File: src/rtl/imm_pack_if.sv
// imm_pack_if: input and output valid/ready channels of the immediate packer.
// Ports: in_valid/in_ready/ImmSrc/Value/BaseInstr (request), out_valid/out_ready/Instr/Fault (result).
// master = producer/consumer side, slave = the packer itself.
interface imm_pack_if;
   logic        in_valid;
   logic        in_ready;
   logic [1:0]  ImmSrc;
   logic [47:0] Value;
   logic [23:0] BaseInstr;
   logic        out_valid;
   logic        out_ready;
   logic [23:0] Instr;
   logic        Fault;

   modport master (
      output in_valid, ImmSrc, Value, BaseInstr, out_ready,
      input  in_ready, out_valid, Instr, Fault
   );

   modport slave (
      input  in_valid, ImmSrc, Value, BaseInstr, out_ready,
      output in_ready, out_valid, Instr, Fault
   );
endinterface

File: src/rtl/imm_pack.sv
// imm_pack: range-checks a 48-bit immediate against ImmSrc and merges the encoded field into BaseInstr.
// Latency 2 edges (S1 encode register, S2 output register); one transaction per cycle when unstalled.
// Backpressure: S1+S2 absorb two transactions while out_ready is low, then in_ready drops.
// Ports: clk, reset (async, active-high), bus (imm_pack_if.slave), ClrCount (sync clear),
//        FaultCount (saturating count of delivered faulting transactions).
module imm_pack (
   input  logic       clk,
   input  logic       reset,
   imm_pack_if.slave  bus,
   input  logic       ClrCount,
   output logic [7:0] FaultCount
);

   logic        s1_valid;
   logic [23:0] s1_instr;
   logic        s1_fault;
   logic        s2_valid;
   logic [23:0] s2_instr;
   logic        s2_fault;
   logic        s2_adv;
   logic [23:0] enc_instr;
   logic        enc_fault;

   // S2 can take new data when empty or being drained this cycle.
   assign s2_adv       = !s2_valid || bus.out_ready;
   // Depends only on state and out_ready, never on in_valid.
   assign bus.in_ready = !s1_valid || s2_adv;

   assign bus.out_valid = s2_valid;
   assign bus.Instr     = s2_instr;
   assign bus.Fault     = s2_fault;

   // Encoder: faulting values leave BaseInstr untouched.
   always_comb begin
      enc_instr = bus.BaseInstr;
      enc_fault = 1'b1;
      case (bus.ImmSrc)
         2'b00: begin
            if (bus.Value[47:8] == '0) begin
               enc_fault = 1'b0;
               enc_instr = {bus.BaseInstr[23:8], bus.Value[7:0]};
            end
         end
         2'b01: begin
            if (bus.Value[47:12] == '0) begin
               enc_fault = 1'b0;
               enc_instr = {bus.BaseInstr[23:12], bus.Value[11:0]};
            end
         end
         2'b10: begin
            // Word aligned and bits 47:25 a pure sign extension of bit 25,
            // so the extender's sign-extend of Instr[23] recreates them.
            if ((bus.Value[1:0] == 2'b00) &&
                ((&bus.Value[47:25]) || (bus.Value[47:25] == '0))) begin
               enc_fault = 1'b0;
               enc_instr = bus.Value[25:2];
            end
         end
         default: begin
            enc_fault = 1'b1;
            enc_instr = bus.BaseInstr;
         end
      endcase
   end

   // Stage 1: load on accept, otherwise empty when it moves on.
   always_ff @(posedge clk or posedge reset) begin
      if (reset) begin
         s1_valid <= 1'b0;
         s1_instr <= '0;
         s1_fault <= 1'b0;
      end else if (bus.in_valid && bus.in_ready) begin
         s1_valid <= 1'b1;
         s1_instr <= enc_instr;
         s1_fault <= enc_fault;
      end else if (s2_adv) begin
         s1_valid <= 1'b0;
      end
   end

   // Stage 2: data only changes when it may advance, which keeps Instr/Fault
   // stable during a stall.
   always_ff @(posedge clk or posedge reset) begin
      if (reset) begin
         s2_valid <= 1'b0;
         s2_instr <= '0;
         s2_fault <= 1'b0;
      end else if (s2_adv) begin
         s2_valid <= s1_valid;
         if (s1_valid) begin
            s2_instr <= s1_instr;
            s2_fault <= s1_fault;
         end
      end
   end

   // Fault counter: clear has priority over a same-cycle increment.
   always_ff @(posedge clk or posedge reset) begin
      if (reset) begin
         FaultCount <= '0;
      end else if (ClrCount) begin
         FaultCount <= '0;
      end else if (s2_valid && bus.out_ready && s2_fault && (FaultCount != 8'hFF)) begin
         FaultCount <= FaultCount + 8'd1;
      end
   end

endmodule

File: src/flat_wrapper.sv
// flat-port wrapper written by rule: the top's interface ports become plain ports
module imm_pack_flat 
  (clk, reset, ClrCount, FaultCount, bus_in_valid, bus_ImmSrc, bus_Value, bus_BaseInstr, bus_out_ready, bus_in_ready, bus_out_valid, bus_Instr, bus_Fault);
  imm_pack_if bus_i ();
  input  logic clk;
  input  logic reset;
  input  logic ClrCount;
  output logic [7:0] FaultCount;
  input wire logic [$bits(bus_i.in_valid)-1:0] bus_in_valid;
  input wire logic [$bits(bus_i.ImmSrc)-1:0] bus_ImmSrc;
  input wire logic [$bits(bus_i.Value)-1:0] bus_Value;
  input wire logic [$bits(bus_i.BaseInstr)-1:0] bus_BaseInstr;
  input wire logic [$bits(bus_i.out_ready)-1:0] bus_out_ready;
  output wire logic [$bits(bus_i.in_ready)-1:0] bus_in_ready;
  output wire logic [$bits(bus_i.out_valid)-1:0] bus_out_valid;
  output wire logic [$bits(bus_i.Instr)-1:0] bus_Instr;
  output wire logic [$bits(bus_i.Fault)-1:0] bus_Fault;
  assign bus_i.in_valid = bus_in_valid;
  assign bus_i.ImmSrc = bus_ImmSrc;
  assign bus_i.Value = bus_Value;
  assign bus_i.BaseInstr = bus_BaseInstr;
  assign bus_i.out_ready = bus_out_ready;
  assign bus_in_ready = bus_i.in_ready;
  assign bus_out_valid = bus_i.out_valid;
  assign bus_Instr = bus_i.Instr;
  assign bus_Fault = bus_i.Fault;
  imm_pack u_core (.clk(clk), .reset(reset), .bus(bus_i), .ClrCount(ClrCount), .FaultCount(FaultCount));
endmodule
File: config.mk
export PLATFORM = sky130hd
export DESIGN_NAME = imm_pack_flat
export DESIGN_NICKNAME = d
export VERILOG_FILES = /design/src/rtl/imm_pack_if.sv /design/src/rtl/imm_pack.sv /design/src/flat_wrapper.sv
export SDC_FILE = /design/constraint.sdc
export NUM_CORES = 1
export LEC_CHECK = 0
export BUFFER_PORTS_ARGS = -buffer_cell sky130_fd_sc_hd__buf_2
export CORE_MARGIN = 2
export CORE_UTILIZATION = 44
export CTS_CLUSTER_DIAMETER = 40
export DETAILED_ROUTE_END_ITERATION = 6
export PLACE_DENSITY = 0.8
export SLEW_MARGIN = 20
export SYNTH_ARGS = -nofsm -noshare
export SYNTH_HDL_FRONTEND = slang
export SYNTH_SLANG_ARGS = --single-unit
File: constraint.sdc
create_clock -name clk -period 1.65 [get_ports clk]
set_input_delay 0.2475 -clock clk [delete_from_list [all_inputs] [get_ports clk]]
set_output_delay 0.2475 -clock clk [all_outputs]
set_load 0.005 [all_outputs]
### Word-level counts from Yosys, hierarchy flattened

Index checks and enable logic that the tools add are counted.

| storage, ports and cells | value |
|---|---|
| logic and storage cells | 42 |
| flip-flop bits (word level) | 60 |
| bits of input ports | 79 |
| output and inout port bits | 35 |

| cells by class | value |
|---|---|
| add/subtract/negate cells | 1 |
| equality and inequality tests | 3 |
| reduce and logical (&&, ||, !) cells | 19 |
| multiplexer cells | 12 |

Operators by type and width:

| operator | count |
|---|---|
| 24-bit one-hot mux with 3 select lines | 1 |
| 40-bit zero test | 1 |
| 36-bit zero test | 1 |
| 24-bit 2-to-1 mux | 1 |
| 8-bit 2-to-1 mux | 3 |
| 23-bit zero test | 1 |
| 23-bit AND reduction | 1 |
| 12-bit 2-to-1 mux | 1 |
| 8-bit by 1-bit adder with 8-bit output (second input constant) | 1 |
| 8-bit inequality test (second input constant) | 1 |
| 1-bit logical AND | 5 |
| 1-bit 2-to-1 mux | 5 |
| 2-bit zero test | 2 |
| 2-bit nonzero test | 2 |
| 1-bit logical OR | 3 |
| 1-bit one-hot mux with 3 select lines | 1 |
| 2-bit by 1-bit == test with 1-bit output (second input constant) | 1 |
| 2-bit == test (second input constant) | 1 |
| 1-bit zero test | 2 |
| 2-bit AND reduction | 1 |

### Longest topological paths before layout

| logic depth | value |
|---|---|
| depth in word-level cells | 5 |
| mapped depth | 6 |
| depth with buffers taken out | 6 |

### Worst setup path before layout

OpenSTA, ideal clock, no wires.

| timing | value |
|---|---|
| kind | input to register |
| start | in bus_Value[14] |
| end | reg u_core.s1_instr[10] |
| arrival time | 1.833 ns |
| buffers on the path | 0 |
| setup time | 0.127 ns |
| data required time | 1.523 ns |
| setup slack | -0.310 ns |
| stages | 5 |
| path through | or4_1 or4_1 a211o_1 nand3_1 a31oi_1 |

| on the way | value |
|---|---|
| cells in the longest elaborated chain, start to end | 3 |

Ends and longest elaborated chain:

| element | RTL line | text |
|---|---|---|
| start, declared | flat_wrapper.sv:11 | `input wire logic [$bits(bus_i.Value)-1:0] bus_Value;` |
| 36-bit zero test | imm_pack.sv:45 | `if (bus.Value[47:12] == '0) begin` |
| 12-bit 2-to-1 mux | imm_pack.sv:45 |  |
| 24-bit one-hot mux with 3 select lines | imm_pack.sv:37 | `case (bus.ImmSrc)` |
| end signal, assigned | imm_pack.sv:74 | `s1_instr <= enc_instr;` |
| end, declared | imm_pack.sv:15 | `logic [23:0] s1_instr;` |

Every way passes these cells.
A chain may end at the register's enable or synchronous reset.

### Final worst setup path

| timing | value |
|---|---|
| start | in bus_Value[18] |
| end | reg u_core.s1_instr[11] |

The elaborated chain is that of the path after synthesis.

==> impl_metrics.json <==
{
  "io_buffers": 113,
  "cts_root_buffer": "clkbuf_8",
  "criticalPathCategory": "input pin to flip-flop",
  "dp_hpwl_um": 5760,
  "arrival_ps": 1940,
  "antenna_found_initial": 0,
  "grt_max_degree": 42,
  "die_area_um2": 7240,
  "finalMaxSlewViolations": 0,
  "yosysMostFrequentCell": "dfrtp_1",
  "fin_ws_ps": -86.3,
  "power_mw": 4.09,
  "core-area_um2": 6350,
  "grt_pass1_vias": 2768,
  "path_clk_slew_ps": 70,
  "io_pins": 114,
  "critPathLaunchType": "input pin",
  "violations": "setup timing",
  "nNetsFinal": 501,
  "ys_seq_area_frac": 0.519,
  "num-fill-cells": 548,
  "hp-class": "input pin to flip-flop",
  "diodes": 0,
  "seqPwrFrac": 0.449,
  "route.detailed.drc": 0,
  "synth_common_cells": "60 x dfrtp_1, 37 x nand2_1, 34 x nor2_1",
  "power.share.clock": 0.354,
  "end_kind": "flip-flop",
  "syn_to_final_growth_pct": 41.8,
  "start_util": 0.456,
  "grt_use_total": 0.223,
  "hp-start": "bus_in_valid",
  "tns_ps": -593,
  "ys_warn_count": 0,
  "row_count": 29,
  "place.gp.congestion": 0.822,
  "min_period_over_period": 1.05,
  "p_sw_mw": 1.04,
  "min_path_cells": 2,
  "synthArstFlopShare": 1.00,
  "yosysTopAreaCell": "dfrtp_1",
  "numCtsBuffers": 9,
  "ff_latch_area_um2": 1500,
  "pre_cts_ws_ps": -460,
  "critPathRequiredTime_ps": 1860,
  "cts.sink_count": 60,
  "drv_cap": 0,
  "syn-num-nets": 361,
  "syn_area_per_cell_um2": 10.3,
  "setup_viol": 18,
  "syn_area_um2": 2890,
  "cts_buffer_depth": 2,
  "combPwrFrac": 0.198,
  "peakVddDrop_uv": 621,
  "leakage_nw": 1.83,
  "synth_area_leaders": "dfrtp_1 52%, mux2_2 9.7%, a31oi_1 5.2%",
  "clk_latency_ps": 330,
  "wl_per_cell_um": 16.4,
  "period_minus_slack_ps": 1740,
  "whs_endpoint": "u_core.s1_valid",
  "die_h_um": 85.1,
  "ys_ff_latch": 60,
  "die_w_um": 85.1,
  "p_per_area_nw_per_um2": 997,
  "synth_edf_count": 0,
  "cts_tree": "done",
  "num_vias": 2847,
  "utilization": 0.646,
  "outcome": "finished with violations",
  "cp_max_fo": 4,
  "grt.overflow.total": 0,
  "p_int_mw": 3.05,
  "grt_setup_unrepaired": "yes",
  "synthDistinctLibCells": 41,
  "finalHoldViolations": 0,
  "fmax_ghz": 0.576,
  "dr.pass1.iters": 4,
  "holdWs_ps": 164,
  "synth_flop_cell": "dfrtp_1",
  "finClkSkew_ps": 7.94,
  "grt_pass1_wl_um": 12700,
  "r2r-end": "u_core.FaultCount[3]",
  "worst_slew_pin_slew_ps": 586,
  "yosysTopAreaCellShare": 0.519,
  "htreeDepth": 3,
  "reg2reg_depth": 6,
  "ant_nets": 0,
  "reg2reg_from": "u_core.FaultCount[1]",
  "max_slew_margin": 0.605,
  "syn-instance-count": 281,
  "via_per_inst": 5.66,
  "multi_input_area_um2": 1400,
  "drive_above_1_share": 0.491,
  "regToRegSetupSlack_ps": 40,
  "sw_frac_of_total": 0.255,
  "dr.first_iter.drc_count": 94,
  "postRouteWirelength_um": 8230
}
how the worst max path moves through the flow:
stage,from,depth (start not counted),end,slack [ps]
2_1_floorplan,bus_Value[18],5,u_core.s1_instr[10],-190
3_3_place_gp,bus_Value[18],6,u_core.s1_instr[11],-420
3_5_place_dp,bus_ImmSrc[1],7,u_core.s1_instr[0],-460
4_1_cts,bus_Value[18],6,u_core.s1_instr[11],-60
5_1_grt,bus_Value[1],7,u_core.s1_instr[0],-110
6_report,bus_Value[18],6,u_core.s1_instr[11],-90
power by group through the flow:
stage	logic [mW]	clock network, mW	registers [mW]
after CTS	0.792	1.47	1.84
final	0.808	1.45	1.84
after floorplan	0.357	0	1.86
after detailed placement	0.782	0	1.86
after global routing	0.884	1.53	1.86
after global placement	0.758	0	1.85
flip-flops by register name, summed over array words and instances (netlist names):
register              count
u_core.FaultCount         8
u_core.bus.out_valid      1
u_core.bus.Instr         24
u_core.s1_fault           1
u_core.s1_valid           1
u_core.bus.Fault          1
u_core.s1_instr          24
per-stage QoR:
step	cells	cell area [um2]
after detailed placement	481	3720
after CTS	500	4000
after global placement	481	3720
after floorplan	281	2930
after global routing	503	4100
final	503	4100
worst max-delay path: stages:
cell,delay [ps]
buf_6,90
or4_4,550
or4_4,540
a211o_1,320
nand3_1,100
a31oi_1,80
logic make-up after synthesis:
| logic type | Yosys count | synth area share |
|---|---|---|
| compound gates | 45 | 0.105 |
| xor+xnor | 6 | 0.0182 |
| flops | 60 | 0.519 |
| mux | 26 | 0.101 |
| fa+ha+maj | 1 | 0.00432 |
| simple gates | 127 | 0.219 |
| buf+inv | 16 | 0.0342 |
layer usage:
layer,vias to the layer above,global-route usage,part of all wire
met3,12,0.0418,0.068
met5,-,0,0
met1,1381,0.281,0.42
li1,1313,-,-
met2,141,0.371,0.50
met4,0,0.107,0.014
repair_timing:
item | in CTS | in global routing
hold endpoints to repair | 19 | 0
resized for setup | 6 | 20
buffers inserted | 2 | 2
hold buffers | 1 | 0
pin swaps | 9 | 8
setup endpoints to repair | 14 | 28
gates cloned | 0 | 1
placed cells by master, fill, tap and decap left out, drive strengths merged, types with 3 or more instances in the layout:
| cell | count |
|---|---|
| nand2b | 3 |
| or4 | 5 |
| nand3 | 16 |
| xnor2 | 5 |
| nor3 | 5 |
| dfrtp | 60 |
| mux2 | 25 |
| a31oi | 24 |
| buf | 141 |
| nor2 | 34 |
| clkbuf | 12 |
| a21oi | 13 |
| nand4 | 11 |
| nor4 | 6 |
| nand2 | 37 |
layout make-up:
| type | instances | share of cell area |
|---|---|---|
| clock buffer | 12 | 0.0354 |
| multi-input combinational | 205 | 0.341 |
| inverter | 3 | 0.00366 |
| tap | 77 | 0.0235 |
| sequential | 60 | 0.366 |
| timing repair buffer | 142 | 0.213 |
| clock inverter | 4 | 0.0177 |
Power figures use the tool's default switching activity.
